**src/rtl/if_fetch_unit_if.sv**
```systemverilog
// Wishbone classic instruction-fetch bus between the fetch stage and instruction memory.
interface if_fetch_unit_if #(
    parameter int ADDR_WIDTH = 32,
    parameter int DATA_WIDTH = 32
);
    logic                  wb_cyc_o;
    logic                  wb_stb_o;
    logic                  wb_we_o;
    logic [3:0]            wb_sel_o;
    logic [ADDR_WIDTH-1:0] wb_adr_o;
    logic [DATA_WIDTH-1:0] wb_dat_i;
    logic                  wb_ack_i;

    modport master (
        output wb_cyc_o, wb_stb_o, wb_we_o, wb_sel_o, wb_adr_o,
        input  wb_dat_i, wb_ack_i
    );

    modport slave (
        input  wb_cyc_o, wb_stb_o, wb_we_o, wb_sel_o, wb_adr_o,
        output wb_dat_i, wb_ack_i
    );
endinterface

```
**src/rtl/if_fetch_unit.sv**
```systemverilog
// Instruction-fetch stage: owns the PC, runs a Wishbone classic read master and
// presents the fetched instruction to IF/ID with a valid/stall handshake.
module if_fetch_unit #(
    parameter logic [31:0] PC_ADDR    = 32'h8000_0000,
    parameter int          ADDR_WIDTH = 32,
    parameter int          DATA_WIDTH = 32
) (
    input  logic                  clk,
    input  logic                  reset,
    input  logic [1:0]            ifid_stall_and_flush,
    input  logic                  branch_taken,
    input  logic [ADDR_WIDTH-1:0] branch_target,
    if_fetch_unit_if.master       wb,
    output logic [ADDR_WIDTH-1:0] if_pc,
    output logic [DATA_WIDTH-1:0] if_inst,
    output logic                  if_valid,
    output logic                  im_busy
);
    typedef enum logic [1:0] {START, FETCH, HOLD} state_e;

    localparam logic [ADDR_WIDTH-1:0] RESET_PC = ADDR_WIDTH'(PC_ADDR);

    state_e                state_q, state_d;
    logic [ADDR_WIDTH-1:0] pc_q, pc_d;
    logic [ADDR_WIDTH-1:0] req_adr_q, req_adr_d;
    logic [DATA_WIDTH-1:0] inst_buf_q, inst_buf_d;
    logic                  discard_q, discard_d;

    logic                  stall;
    logic                  flush;
    logic [ADDR_WIDTH-1:0] target;
    logic [ADDR_WIDTH-1:0] seq_adr;

    assign stall   = ifid_stall_and_flush[0];
    assign flush   = ifid_stall_and_flush[1];
    assign target  = branch_target & ~ADDR_WIDTH'(3);
    assign seq_adr = req_adr_q + ADDR_WIDTH'(4);

    // Outputs decode from registered state only.
    assign wb.wb_cyc_o = (state_q == FETCH);
    assign wb.wb_stb_o = (state_q == FETCH);
    assign wb.wb_we_o  = 1'b0;
    assign wb.wb_sel_o = 4'hF;
    assign wb.wb_adr_o = req_adr_q;
    assign if_pc       = req_adr_q;
    assign if_inst     = inst_buf_q;
    assign if_valid    = (state_q == HOLD);
    assign im_busy     = (state_q != HOLD);

    // State and datapath registers with asynchronous reset.
    always_ff @(posedge clk or posedge reset) begin
        if (reset) begin
            state_q    <= START;
            pc_q       <= RESET_PC;
            req_adr_q  <= RESET_PC;
            inst_buf_q <= '0;
            discard_q  <= 1'b0;
        end else begin
            state_q    <= state_d;
            pc_q       <= pc_d;
            req_adr_q  <= req_adr_d;
            inst_buf_q <= inst_buf_d;
            discard_q  <= discard_d;
        end
    end

    // Next-state logic: fetch sequencing, redirect and handoff.
    always_comb begin
        state_d    = state_q;
        pc_d       = pc_q;
        req_adr_d  = req_adr_q;
        inst_buf_d = inst_buf_q;
        discard_d  = discard_q;
        unique case (state_q)
            START: begin
                req_adr_d = pc_q;
                state_d   = FETCH;
            end
            FETCH: begin
                if (branch_taken) begin
                    pc_d = target;
                    if (wb.wb_ack_i) begin
                        // Data for the old path is dropped; restart at target at once.
                        req_adr_d = target;
                        discard_d = 1'b0;
                    end else begin
                        discard_d = 1'b1;
                    end
                end else if (wb.wb_ack_i) begin
                    if (discard_q) begin
                        discard_d = 1'b0;
                        req_adr_d = pc_q;
                    end else begin
                        inst_buf_d = wb.wb_dat_i;
                        state_d    = HOLD;
                    end
                end
            end
            HOLD: begin
                if (branch_taken) begin
                    pc_d      = target;
                    req_adr_d = target;
                    discard_d = 1'b0;
                    state_d   = FETCH;
                end else if (flush || !stall) begin
                    pc_d      = seq_adr;
                    req_adr_d = seq_adr;
                    state_d   = FETCH;
                end
            end
            default: state_d = START;
        endcase
    end
endmodule

```
**src/flat_wrapper.sv**
```systemverilog
// flat-port wrapper written by rule: the top's interface ports become plain ports
module if_fetch_unit_flat 
#(
    parameter logic [31:0] PC_ADDR    = 32'h8000_0000,
    parameter int          ADDR_WIDTH = 32,
    parameter int          DATA_WIDTH = 32
)
  (clk, reset, ifid_stall_and_flush, branch_taken, branch_target, if_pc, if_inst, if_valid, im_busy, wb_wb_cyc_o, wb_wb_stb_o, wb_wb_we_o, wb_wb_sel_o, wb_wb_adr_o, wb_wb_dat_i, wb_wb_ack_i);
  if_fetch_unit_if #(.ADDR_WIDTH(ADDR_WIDTH), .DATA_WIDTH(DATA_WIDTH)) wb_i ();
  input  logic clk;
  input  logic reset;
  input  logic [1:0] ifid_stall_and_flush;
  input  logic branch_taken;
  input  logic [ADDR_WIDTH-1:0] branch_target;
  output logic [ADDR_WIDTH-1:0] if_pc;
  output logic [DATA_WIDTH-1:0] if_inst;
  output logic if_valid;
  output logic im_busy;
  output wire logic [$bits(wb_i.wb_cyc_o)-1:0] wb_wb_cyc_o;
  output wire logic [$bits(wb_i.wb_stb_o)-1:0] wb_wb_stb_o;
  output wire logic [$bits(wb_i.wb_we_o)-1:0] wb_wb_we_o;
  output wire logic [$bits(wb_i.wb_sel_o)-1:0] wb_wb_sel_o;
  output wire logic [$bits(wb_i.wb_adr_o)-1:0] wb_wb_adr_o;
  input wire logic [$bits(wb_i.wb_dat_i)-1:0] wb_wb_dat_i;
  input wire logic [$bits(wb_i.wb_ack_i)-1:0] wb_wb_ack_i;
  assign wb_wb_cyc_o = wb_i.wb_cyc_o;
  assign wb_wb_stb_o = wb_i.wb_stb_o;
  assign wb_wb_we_o = wb_i.wb_we_o;
  assign wb_wb_sel_o = wb_i.wb_sel_o;
  assign wb_wb_adr_o = wb_i.wb_adr_o;
  assign wb_i.wb_dat_i = wb_wb_dat_i;
  assign wb_i.wb_ack_i = wb_wb_ack_i;
  if_fetch_unit #(.PC_ADDR(PC_ADDR), .ADDR_WIDTH(ADDR_WIDTH), .DATA_WIDTH(DATA_WIDTH)) u_core (.clk(clk), .reset(reset), .ifid_stall_and_flush(ifid_stall_and_flush), .branch_taken(branch_taken), .branch_target(branch_target), .wb(wb_i), .if_pc(if_pc), .if_inst(if_inst), .if_valid(if_valid), .im_busy(im_busy));
endmodule
```
**config.mk**
```make
export PLATFORM = sky130hd
export DESIGN_NAME = if_fetch_unit_flat
export DESIGN_NICKNAME = d
export VERILOG_FILES = /design/src/rtl/if_fetch_unit_if.sv /design/src/rtl/if_fetch_unit.sv /design/src/flat_wrapper.sv
export SDC_FILE = /design/constraint.sdc
export NUM_CORES = 1
export LEC_CHECK = 0
export CORE_UTILIZATION = 35
export CTS_BUF_LIST = sky130_fd_sc_hd__clkbuf_4 sky130_fd_sc_hd__clkbuf_8
export DETAILED_ROUTE_END_ITERATION = 8
export GPL_TIMING_DRIVEN = 0
export RECOVER_POWER = 50
export SLEW_MARGIN = 20
export SYNTH_ARGS = -nofsm -noshare
export SYNTH_HDL_FRONTEND = slang
export SYNTH_SLANG_ARGS = --single-unit
export TNS_END_PERCENT = 100
```
**constraint.sdc**
```tcl
create_clock -name clk -period 4.4 [get_ports clk]
set_input_delay 0.88 -clock clk [delete_from_list [all_inputs] [get_ports clk]]
set_output_delay 0.88 -clock clk [all_outputs]
set_load 0.05 [all_outputs]
```
==> insert_results.sql, run 1 <==
INSERT INTO impl_metrics (metric_group, metric, value, unit) VALUES
('run_status', 'outcome', 'finished with violations', ''),
('run_status', 'violations', 'DRC, capacitance limit, slew limit', ''),
('cells_and_area', 'post_route_cells_drive_above_1_share', '0.129', ''),
('yosys', 'synth.most_common_cell', 'dfrtp_1', ''),
('power_and_ir_drop', 'power.ir.vdd_worst', '0.436', 'mV'),
('global_routing', 'antenna_violations_before_repair', '0', ''),
('setup_path', 'setup.worst_path.class', 'register to primary output', ''),
('yosys', 'synth_largest_area_cell', 'dfrtp_1', ''),
('cts', 'cts_hold_repair.buffers', '0', ''),
('placement', 'number_of_port_buffers', '167', ''),
('setup_path', 'start_kind', 'register', ''),
('cells_and_area', 'utilization', '0.482', ''),
('cells_and_area', 'finalNonFillerCells', '1090', ''),
('yosys', 'cell_area_after_synthesis', '0.00612', 'sq mm'),
('yosys', 'synth.yosys.seq_area_share', '0.405', ''),
('cts', 'cts_htree_levels', '3', ''),
('floorplan', 'floorplan.core_area', '0.0172', 'sq mm'),
('power_and_ir_drop', 'leakage', '3.35', 'nW'),
('cts', 'cts_num_sinks', '99', ''),
('cts', 'worst_skew_pair.late_latency', '0.40', 'ns'),
('cts', 'tritoncts.num_buffers', '9', ''),
('timing', 'setup_viol', '0', ''),
('floorplan', 'fp.dieH', '134', 'um'),
('detailed_routing', 'route.detailed.drc', '1', ''),
('cells_and_area', 'area_delta_synth_final', '35.2', '%'),
('timing', 'timing.final.ws_setup', '0.477', 'ns'),
('yosys', 'synth-seq-cells', '99', ''),
('setup_path', 'worst-endpoint-required', '3.52', 'ns'),
('detailed_routing', 'drt_iter0_drc', '627', ''),
('detailed_routing', 'vias_per_cell', '5.68', ''),
('timing', 'finalMaxSlewViolations', '102', ''),
('cells_and_area', 'nFillCells', '1738', ''),
('yosys', 'syn_inst', '678', ''),
('timing', 'timing.fmax', '255', 'MHz'),
('timing', 'worst-slew-pin-transition', '1.77', 'ns'),
('timing', 'final.period_utilization', '0.892', ''),
('cells_and_area', 'finish.net_count', '935', ''),
('global_routing', 'groute.usage.overall', '0.252', ''),
('placement', 'minimum_setup_slack_after_placement', '0.729', 'ns'),
('placement', 'placed_cell_area', '0.00812', 'sq mm'),
('setup_path', 'endpoint_kind', 'primary output', ''),
('cts', 'postCtsResizedCells', '0', ''),
('timing', 'period_minus_slack', '3.92', 'ns'),
('cts', 'cts_tree', 'built', ''),
('global_routing', 'first_pass_grt_wire_length', '34300', 'um'),
('cells_and_area', 'multi_input_gate_area_in_the_final_layout', '0.00313', 'sq mm'),
('detailed_routing', 'postRouteAntennaNets', '0', ''),
('cts', 'cts.repair_timing.setup_buffer_count', '0', ''),
('detailed_routing', 'detail_route.wl_per_cell', '20.7', 'um'),
('cts', 'clk_pin_slew_worst_paths', '0.11', 'ns'),
('yosys', 'synthDistinctLibCells', '68', ''),
('yosys', 'synth_commonest_cells', '97 x dfrtp_1, 62 x nand2_1, 48 x nor2_1, 47 x o21ai_0', ''),
('yosys', 'synth_top_cell_area_share', '0.396', ''),
('power_and_ir_drop', 'power_density', '937', 'mW/mm^2'),
('floorplan', 'initial_utilization', '0.357', ''),
('placement', 'placed_cells_incl_taps', '1074', ''),
('floorplan', 'dieArea', '0.0180', 'sq mm'),
('timing', 'finClkSkew', '0.0123', 'ns'),
('setup_path', 'arrival', '3.04', 'ns'),
('cts', 'cts_root_buf', 'clkbuf_8', ''),
('cells_and_area', 'fin_area', '0.00828', 'sq mm'),
('flow_run', 'drv.max_cap_violation_count', '2', ''),
('timing', 'slew-limit-headroom', '-0.188', ''),
('cells_and_area', 'diodes_inserted', '0', ''),
('global_routing', 'via_count_of_the_first_global_routing_pass', '5884', ''),
('yosys', 'synth_edf_count', '0', ''),
('yosys', 'synth.top_cells.by_area', 'dfrtp_1 40%, mux2_2 6.6%, buf_4 4.7%', ''),
('yosys', 'postSynthAreaPerCell', '9.03', 'sq um'),
('placement', 'dp.final_hpwl', '15800', 'um'),
('cts', 'cts-root-to-sink-buffers', '2', ''),
('placement', 'routabilityCongestion', '0.885', '');
[cell type report]
type | instances | share of cell area
plain buffers | 87 | 0.0576
clock buffers | 9 | 0.0150
clock inverters | 7 | 0.00740
inverters | 14 | 0.00650
multi-input cells | 481 | 0.378
flip-flops and latches | 99 | 0.299
well taps | 225 | 0.0340
repair buffers | 168 | 0.202
[cells in the final DEF, fill, tap and decap left out, types with 6 or more instances in the layout]
cell type / count
a211oi_1: 9
a21oi_1: 40
a31oi_1: 13
a32oi_1: 6
and3_1: 11
buf_2: 6
buf_4: 38
clkbuf_1: 40
clkbuf_8: 9
clkdlybuf4s50_1: 118
dfrtp_1: 97
dlygate4sd3_1: 49
inv_1: 11
mux2_2: 36
mux2i_1: 10
nand2_1: 62
nand3_1: 14
nand4_1: 8
nor2_1: 48
nor2b_1: 6
nor3_1: 17
o21a_1: 6
o21ai_0: 47
o21ai_1: 17
o22ai_1: 10
o31ai_1: 10
xnor2_1: 8
xor2_1: 7
[critical path: stages (launching register included)]
cell and delay [ns]:
dfrtp_1 0.43, inv_1 0.09, ha_1 0.19, clkbuf_1 0.47, clkinv_1 0.60, clkdlybuf4s50_1 0.86
[registers in the layout (all words and copies together) (netlist names)]
name and count:
u_core.state_q 2, u_core.if_inst 32, u_core.if_pc 32, u_core.discard_q 1, u_core.pc_q 32
[final timing paths]
kind | slack (ns) | cells after the start | to | startpoint
min in group asynchronous | 1.36 | 2 | u_core.if_inst[7]$_DFFE_PP0P_ | reset
worst min register to register | 0.48 | 2 | u_core.pc_q[0]$_DFFE_PP0P_ | u_core.pc_q[0]$_DFFE_PP0P_
worst max register to register | 1.16 | 9 | u_core.if_pc[30]$_DFFE_PP0P_ | u_core.state_q[0]$_DFFE_PP0P_
max in group asynchronous | 0.79 | 3 | u_core.discard_q$_DFFE_PP0P_ | reset
worst max-delay path | 0.48 | 5 | im_busy | u_core.state_q[0]$_DFFE_PP0P_
worst min-delay path | 0.48 | 2 | u_core.pc_q[0]$_DFFE_PP0P_ | u_core.pc_q[0]$_DFFE_PP0P_
[per-layer routing]
metal | vias up | track usage | part of all wire
met5 | - | 0 | 0
met4 | 0 | 0.112 | 0.031
met3 | 47 | 0.0688 | 0.11
met2 | 383 | 0.387 | 0.45
met1 | 2958 | 0.332 | 0.41
li1 | 2801 | - | -
[logic make-up after synthesis]
group | share of synthesized area
AO/OA/AOI/OAI | 0.222
XOR/XNOR | 0.0215
adder cells (fa/ha/maj) | 0.0102
buffers and inverters | 0.0864
flip-flops | 0.405
multiplexers | 0.0862
other | 0.00123
AND/OR/NAND/NOR | 0.167
[report_power, final]
part | internal (mW) | switching (mW) | leakage (nW) | total [mW]
sequential | 1.37 | 0.472 | 1.20 | 1.84
clock | 0.215 | 0.381 | 0.0879 | 0.596
combinational | 1.78 | 3.54 | 2.07 | 5.32
[per-stage QoR]
| step | TNS, ns | power, mW | hold slack (ns) |
|---|---|---|---|
| floorplan | 0 | 5.36 | 0.439 |
| global placement | -92.10 | 7.15 | 0.455 |
| detailed placement | 0 | 7.19 | 0.460 |
| CTS | 0 | 7.80 | 0.482 |
| global route | 0 | 8.17 | 0.532 |
| finish | 0 | 7.76 | 0.484 |
No activity file was read; power rests on OpenSTA's default activity.
==> run 2: changes to the inputs <==
Settings changed: CAP_MARGIN set to 20.
==> results of run 2 <==
Final layout, timing and power as in run 1 (identical DEF).
